<file path="src/rtl/chart_pkg.sv">
// Shared definitions for the chart streamer: song IDs, per-song note totals,
// FSM state encoding and a popcount helper.
package chart_pkg;

    localparam logic [4:0] SONG_TAKE_ON_ME  = 5'd3;
    localparam logic [4:0] SONG_TTFAF       = 5'd15;
    localparam int         TOTAL_TAKE_ON_ME = 42;
    localparam int         TOTAL_TTFAF      = 90;

    typedef enum logic [2:0] {
        S_IDLE  = 3'd0,
        S_LOAD  = 3'd1,
        S_PLAY  = 3'd2,
        S_PAUSE = 3'd3,
        S_DONE  = 3'd4
    } state_e;

    function automatic int popcount(input logic [31:0] v);
        int n;
        n = 0;
        for (int i = 0; i < 32; i++) n += int'(v[i]);
        return n;
    endfunction

endpackage

</file>
<file path="src/rtl/chart_rom.sv">
// Registered chart lookup: (song, step) -> lane word, plus the song's note total.
// Each lane chart is stored MSB-first: bit CHART_LEN-1 is step 0.
module chart_rom
    import chart_pkg::*;
#(
    parameter int LANES     = 3,
    parameter int CHART_LEN = 100,
    parameter int SEL_W     = 5,
    parameter int CNT_W     = 8,
    parameter int ADDR_W    = $clog2(CHART_LEN) + 1
) (
    input  logic              clk,
    input  logic [SEL_W-1:0]  song,
    input  logic [ADDR_W-1:0] step,
    output logic [LANES-1:0]  word,
    output logic [CNT_W-1:0]  total
);

    localparam int IDX_W = $clog2(CHART_LEN);

    // Steps 0..9 are lead-in silence for both songs.
    // Chart 0: single notes on even steps 10..92, cycling red/yellow/blue.
    // Chart 1: repeating red+blue chord, yellow, rest.
    function automatic logic [CHART_LEN-1:0] lane_chart(input int chart, input int lane);
        logic [CHART_LEN-1:0] v;
        v = '0;
        for (int s = 10; s < CHART_LEN; s++) begin
            if (chart == 0) begin
                if (s <= 92 && s % 2 == 0 && lane == (s / 2) % 3) v[CHART_LEN-1-s] = 1'b1;
            end else begin
                if ((s % 3 == 0 && (lane == 0 || lane == 2)) || (s % 3 == 1 && lane == 1))
                    v[CHART_LEN-1-s] = 1'b1;
            end
        end
        return v;
    endfunction

    logic             is_tom;
    logic             is_ttfaf;
    logic             in_range;
    logic [IDX_W-1:0] bit_idx;
    logic [LANES-1:0] word_next;

    assign is_tom   = (song == SEL_W'(SONG_TAKE_ON_ME));
    assign is_ttfaf = (song == SEL_W'(SONG_TTFAF));
    assign in_range = (step < ADDR_W'(CHART_LEN));
    assign bit_idx  = IDX_W'(CHART_LEN - 1 - int'(step));

    for (genvar l = 0; l < LANES; l++) begin : g_lane
        localparam logic [CHART_LEN-1:0] TOM_CHART   = lane_chart(0, l);
        localparam logic [CHART_LEN-1:0] TTFAF_CHART = lane_chart(1, l);
        assign word_next[l] = in_range &
                              ((is_tom & TOM_CHART[bit_idx]) | (is_ttfaf & TTFAF_CHART[bit_idx]));
    end

    always_ff @(posedge clk) begin
        word <= word_next;
        if (is_tom)        total <= CNT_W'(TOTAL_TAKE_ON_ME);
        else if (is_ttfaf) total <= CNT_W'(TOTAL_TTFAF);
        else               total <= '0;
    end

endmodule

</file>
<file path="src/rtl/chart_streamer.sv">
// Plays a stored chart one step every TICK_DIV clocks, tracking remaining notes.
// All outputs are registered; state is exported on state_dbg.
module chart_streamer
    import chart_pkg::*;
#(
    parameter int LANES     = 3,
    parameter int CHART_LEN = 100,
    parameter int SEL_W     = 5,
    parameter int TICK_DIV  = 4,
    parameter int CNT_W     = 8
) (
    input  logic                         clk,
    input  logic                         reset,
    input  logic [SEL_W-1:0]             song_select,
    input  logic                         start,
    input  logic                         pause,
    input  logic                         abort,
    output logic [LANES-1:0]             lane_notes,
    output logic                         step_valid,
    output logic [$clog2(CHART_LEN)-1:0] step_index,
    output logic [CNT_W-1:0]             total_notes,
    output logic [CNT_W-1:0]             notes_remaining,
    output logic                         busy,
    output logic                         done,
    output logic [2:0]                   state_dbg
);

    localparam int STEP_W = $clog2(CHART_LEN);
    localparam int ADDR_W = STEP_W + 1;
    localparam int DIV_W  = $clog2(TICK_DIV);

    localparam logic [2:0] ST_IDLE  = S_IDLE;
    localparam logic [2:0] ST_LOAD  = S_LOAD;
    localparam logic [2:0] ST_PLAY  = S_PLAY;
    localparam logic [2:0] ST_PAUSE = S_PAUSE;
    localparam logic [2:0] ST_DONE  = S_DONE;

    logic [2:0]        state;
    logic [2:0]        state_next;
    logic [SEL_W-1:0]  song_q;
    logic [SEL_W-1:0]  rom_song;
    logic [DIV_W-1:0]  div;
    logic [ADDR_W-1:0] rom_step;
    logic [LANES-1:0]  rom_word;
    logic [CNT_W-1:0]  rom_total;
    logic              playing;
    logic              wrap;
    logic              last_step;

    function automatic logic [CNT_W-1:0] after_step(input logic [CNT_W-1:0] remaining,
                                                    input logic [LANES-1:0] w);
        int pc;
        pc = popcount(32'(w));
        if (pc >= int'(remaining)) return '0;
        return remaining - CNT_W'(pc);
    endfunction

    assign playing   = (state == ST_PLAY) || (state == ST_PAUSE);
    assign wrap      = (div == DIV_W'(TICK_DIV - 1));
    assign last_step = (step_index == STEP_W'(CHART_LEN - 1));
    assign state_dbg = state;

    // The ROM is addressed one step ahead so the next word is ready at the divider wrap;
    // while waiting for start it follows song_select so LOAD sees the new song's data.
    assign rom_song = (state == ST_IDLE || state == ST_DONE) ? song_select : song_q;
    assign rom_step = playing ? ADDR_W'(step_index) + ADDR_W'(1) : '0;

    chart_rom #(
        .LANES    (LANES),
        .CHART_LEN(CHART_LEN),
        .SEL_W    (SEL_W),
        .CNT_W    (CNT_W),
        .ADDR_W   (ADDR_W)
    ) u_rom (
        .clk  (clk),
        .song (rom_song),
        .step (rom_step),
        .word (rom_word),
        .total(rom_total)
    );

    always_comb begin
        state_next = state;
        if (abort) begin
            state_next = ST_IDLE;
        end else begin
            case (state)
                ST_IDLE, ST_DONE: if (start) state_next = ST_LOAD;
                ST_LOAD:          state_next = (rom_total == '0) ? ST_DONE : ST_PLAY;
                ST_PLAY, ST_PAUSE: begin
                    if (pause)                  state_next = ST_PAUSE;
                    else if (wrap && last_step) state_next = ST_DONE;
                    else                        state_next = ST_PLAY;
                end
                default:          state_next = ST_IDLE;
            endcase
        end
    end

    always_ff @(posedge clk) begin
        if (reset) begin
            state           <= ST_IDLE;
            song_q          <= '0;
            div             <= '0;
            lane_notes      <= '0;
            step_valid      <= 1'b0;
            step_index      <= '0;
            total_notes     <= '0;
            notes_remaining <= '0;
            busy            <= 1'b0;
            done            <= 1'b0;
        end else begin
            state      <= state_next;
            busy       <= (state_next == ST_LOAD) || (state_next == ST_PLAY) ||
                          (state_next == ST_PAUSE);
            done       <= (state_next == ST_DONE);
            step_valid <= 1'b0;
            if (abort) begin
                div             <= '0;
                lane_notes      <= '0;
                step_index      <= '0;
                notes_remaining <= '0;
            end else if ((state == ST_IDLE || state == ST_DONE) && start) begin
                song_q <= song_select;
            end else if (state == ST_LOAD) begin
                // Step 0 is emitted on the LOAD->PLAY edge, so the divider restarts at 0.
                total_notes     <= rom_total;
                notes_remaining <= rom_total;
                div             <= '0;
                step_index      <= '0;
                lane_notes      <= '0;
                if (rom_total != '0) begin
                    lane_notes      <= rom_word;
                    step_valid      <= 1'b1;
                    notes_remaining <= after_step(rom_total, rom_word);
                end
            end else if (playing && !pause) begin
                if (wrap) begin
                    div <= '0;
                    if (!last_step) begin
                        step_index      <= step_index + STEP_W'(1);
                        lane_notes      <= rom_word;
                        step_valid      <= 1'b1;
                        notes_remaining <= after_step(notes_remaining, rom_word);
                    end
                end else begin
                    div <= div + DIV_W'(1);
                end
            end
        end
    end

endmodule

</file>
<file path="config.mk">
export PLATFORM = sky130hd
export DESIGN_NAME = chart_streamer
export DESIGN_NICKNAME = d
export VERILOG_FILES = /design/src/rtl/chart_pkg.sv /design/src/rtl/chart_rom.sv /design/src/rtl/chart_streamer.sv
export SDC_FILE = /design/constraint.sdc
export NUM_CORES = 1
export LEC_CHECK = 0
export CORE_MARGIN = 2
export CORE_UTILIZATION = 61
export CTS_CLUSTER_DIAMETER = 200
export CTS_CLUSTER_SIZE = 30
export DETAILED_ROUTE_END_ITERATION = 7
export PLACE_DENSITY = 0.86
export SLEW_MARGIN = 15
export SYNTH_ARGS = -nofsm -noshare
export SYNTH_HDL_FRONTEND = slang
export SYNTH_HIERARCHICAL = 1
export SYNTH_SLANG_ARGS = --single-unit
</file>
<file path="constraint.sdc">
create_clock -name clk -period 6.2 [get_ports clk]
set_input_delay 1.86 -clock clk [delete_from_list [all_inputs] [get_ports clk]]
set_output_delay 1.86 -clock clk [all_outputs]
set_load 0.03 [all_outputs]
</file>
==> out/qor.txt <==
Setup WS post-layout: 2.582 ns
Clock Pin Slew Worst Setup and Hold Paths: 0.09 ns
Worst EP arrival: 3.84 ns
Static leakage: 1.432 nW
Setup TNS: 0 ns
Setup repair bufs after CTS: 0
Register area: 900.9 um^2
Sequential share of the synthesized area: 25.97%
Worst hold path class: register to register
Number of fill cells in the layout: 434
# diodes: 0
Drt wl/cell: 15.74 um
MaxCap Viol Count: 0
First-pass GRT wire length: 14080 um
Crit path max fanout: 4
Max rail drop VDD: 108.7 uV
Remaining DRCs: 0
Root Driver: clkbuf_8
Crit start category: primary input
Num CTS Buffers: 5
Final Slew Violations: 0
Gpl congestion: 0.9115
Worst Setup End Kind: register
Rows: 27
Via/cell ratio: 6.093
Area occupied by multi-input gates: 0.002335 mm^2
Syn-to-layout area delta: 14.18%
Hold-fix buffers at CTS: 0
1st-iter DRT viols: 238
Initial antenna violation count: 0
Io pins: 42
Commonest cells after routing, fill and taps aside: nand2_1 (49), nor2_1 (45), dfxtp_1 (45)
RSZ-0062 raised after global routing: no
Syn Area/Cell: 7.919 um^2
Setup Skew: 0.01200 ns
Synth Warn #: 6
#FFs+latches synth: 45
Slew headroom: 46.99%
Port Buffer Count: 41
Worst-Skew Late Latency: 0.30 ns
Pin count of the biggest net entering global routing: 18
Largest area contributor in the netlist: dfxtp_1
EDFF count, synth: 0
Clock tree buffer depth: 2
Final net count: 490
Async set-reset flop share out of synthesis: 0%
Top-area cell type share of the netlist area: 25.97%
HPWL after DPL: 6334 um
Post-Route WL: 8454 um
Total clock sinks: 45
Most common cell after layout, fill and taps aside: nand2_1
Placeable Area: 0.005507 mm^2
Syn Inst Count: 438
Final setup viols: 0
Worst-Margin Slew: 0.7922 ns
Synth Flop Type: dfxtp_1
Initial core utilization: 62.99%
Power Dens Cells: 157.5 mW/mm^2
Synth Cell Area: 0.003468 mm^2
H-tree Lvls: 2
Pwr Total: 0.0006239 W
Fmax: 276.4 MHz
Final Cycle Share: 58.36%
Die span in x: 79.41 um
Layout cell share with drive strength beyond 1: 8.172%
Total gr overflow: 0
Total GRT Usage: 27.49%
Post-CTS resize count: 0
Setup CP Type: primary input to register
Main area contributors after synthesis: dfxtp_1 (26%), a21oi_1 (5.5%), nand2_1 (5.3%), nor2_1 (4.9%), ha_1 (4.7%)
Drt first pass iters: 5
Number of global-route vias before repair: 3069
CTS tree: built
Reg2reg setup slack: 2.67 ns
Final ANT Viol Nets: 0
Via count: 3272
Status: finished, final reports clean
Worst EP required: 6.43 ns
Place WS: 2.292 ns
Chip height: 79.41 um
Die area: 0.006305 mm^2
Final hold violation count: 0
Post-synth cell types: 83
Min cycle time layout: 3.618 ns
==> path summary, 6_finish.rpt <==
kind,start,end,depth (start not counted)
max,song_select[4],u_rom/word[1],6
min,total_notes[3],total_notes[3],2
max reg2reg,step_index[2],u_rom/word[1],11
min reg2reg,total_notes[3],total_notes[3],2
==> cell type report <==
type / count / area share, %
clock inverter: 3 / 1.643
sequential: 45 / 22.75
tap: 72 / 2.275
clock buffer: 5 / 1.738
multi-input combinational: 350 / 58.96
inverter: 18 / 1.706
timing repair buffer: 44 / 10.93
==> power breakdown <==
part | internal [W] | switching, W | leakage (nW)
clock | 0.000160 | 0.000102 | 0.0681
combinational | 0.0000253 | 0.0000394 | 1.00
sequential | 0.000293 | 0.00000414 | 0.364
==> kinds of logic (layout without fill, tap and decap cells) <==
group	count (synthesis)	after routing	share of synthesized area, %
AO/OA/AOI/OAI	130	130	25.33
XOR/XNOR	24	24	7.251
adder cells (fa/ha/maj)	16	16	6.422
buffers and inverters	45	70	6.926
flip-flops	45	45	25.97
multiplexers	7	7	2.237
other	1	3	0.1081
AND/OR/NAND/NOR	170	170	25.76
==> registers in the layout, indices dropped and copies added, names as in the netlist <==
name and flops:
notes_remaining 8, total_notes 8, step_index 7, song_q 5, lane_notes 3, state_dbg 3, u_rom/total 3, u_rom/word 3
div 2, busy 1, done 1, step_valid 1
==> per-stage QoR <==
step / cells / hold slack [ns] / instance area [um^2] / util, %
after CTS: 536 / 0.4591 / 3953 / 71.78
after global routing: 537 / 0.4854 / 3960 / 71.92
after global placement: 528 / 0.4441 / 3819 / 69.35
after detailed placement: 528 / 0.4472 / 3819 / 69.35
after floorplan: 440 / 0.4513 / 3476 / -
final: 537 / 0.4581 / 3960 / 71.92
==> worst max-delay path, stage by stage <==
cell and delay, ns:
clkdlybuf4s50_1 0.42, mux2_2 0.28, or2_0 0.21, or3_1 0.39
or4_1 0.52, a31oi_1 0.17
==> routing by layer <==
metal  up-vias  global-route usage (%)  part of all wire [%]
li1       1622                       -                     -
met1      1544                   34.42                    43
met2        92                   49.41                    51
met3        14                   2.941                   3.8
met4         0                   8.621                   2.3
met5         -                       0                     0
==> cell usage after synthesis (3+ instances only) <==
| library cell | instances |
|---|---|
| nand2_1 | 49 |
| dfxtp_1 | 45 |
| nor2_1 | 45 |
| a21oi_1 | 38 |
| o21ai_0 | 18 |
| inv_1 | 17 |
| ha_1 | 13 |
| nor3_1 | 12 |
| xnor2_1 | 12 |
| o21ai_1 | 11 |
| buf_4 | 10 |
| nor2b_1 | 9 |
| clkbuf_1 | 8 |
| nand3_1 | 8 |
| xor2_1 | 8 |
| a31oi_1 | 7 |
| buf_2 | 6 |
| mux2_2 | 6 |
| nand2b_1 | 6 |
| nand3b_1 | 5 |
| a22oi_1 | 4 |
| and2_1 | 4 |
| and3_1 | 4 |
| o211ai_1 | 4 |
| o21a_1 | 4 |
| o41ai_1 | 4 |
| a211oi_1 | 3 |
| fa_1 | 3 |
| nand4_1 | 3 |
| nor4_1 | 3 |
| or3_1 | 3 |
| xnor2_2 | 3 |
No activity file was read; power rests on OpenSTA's default activity.
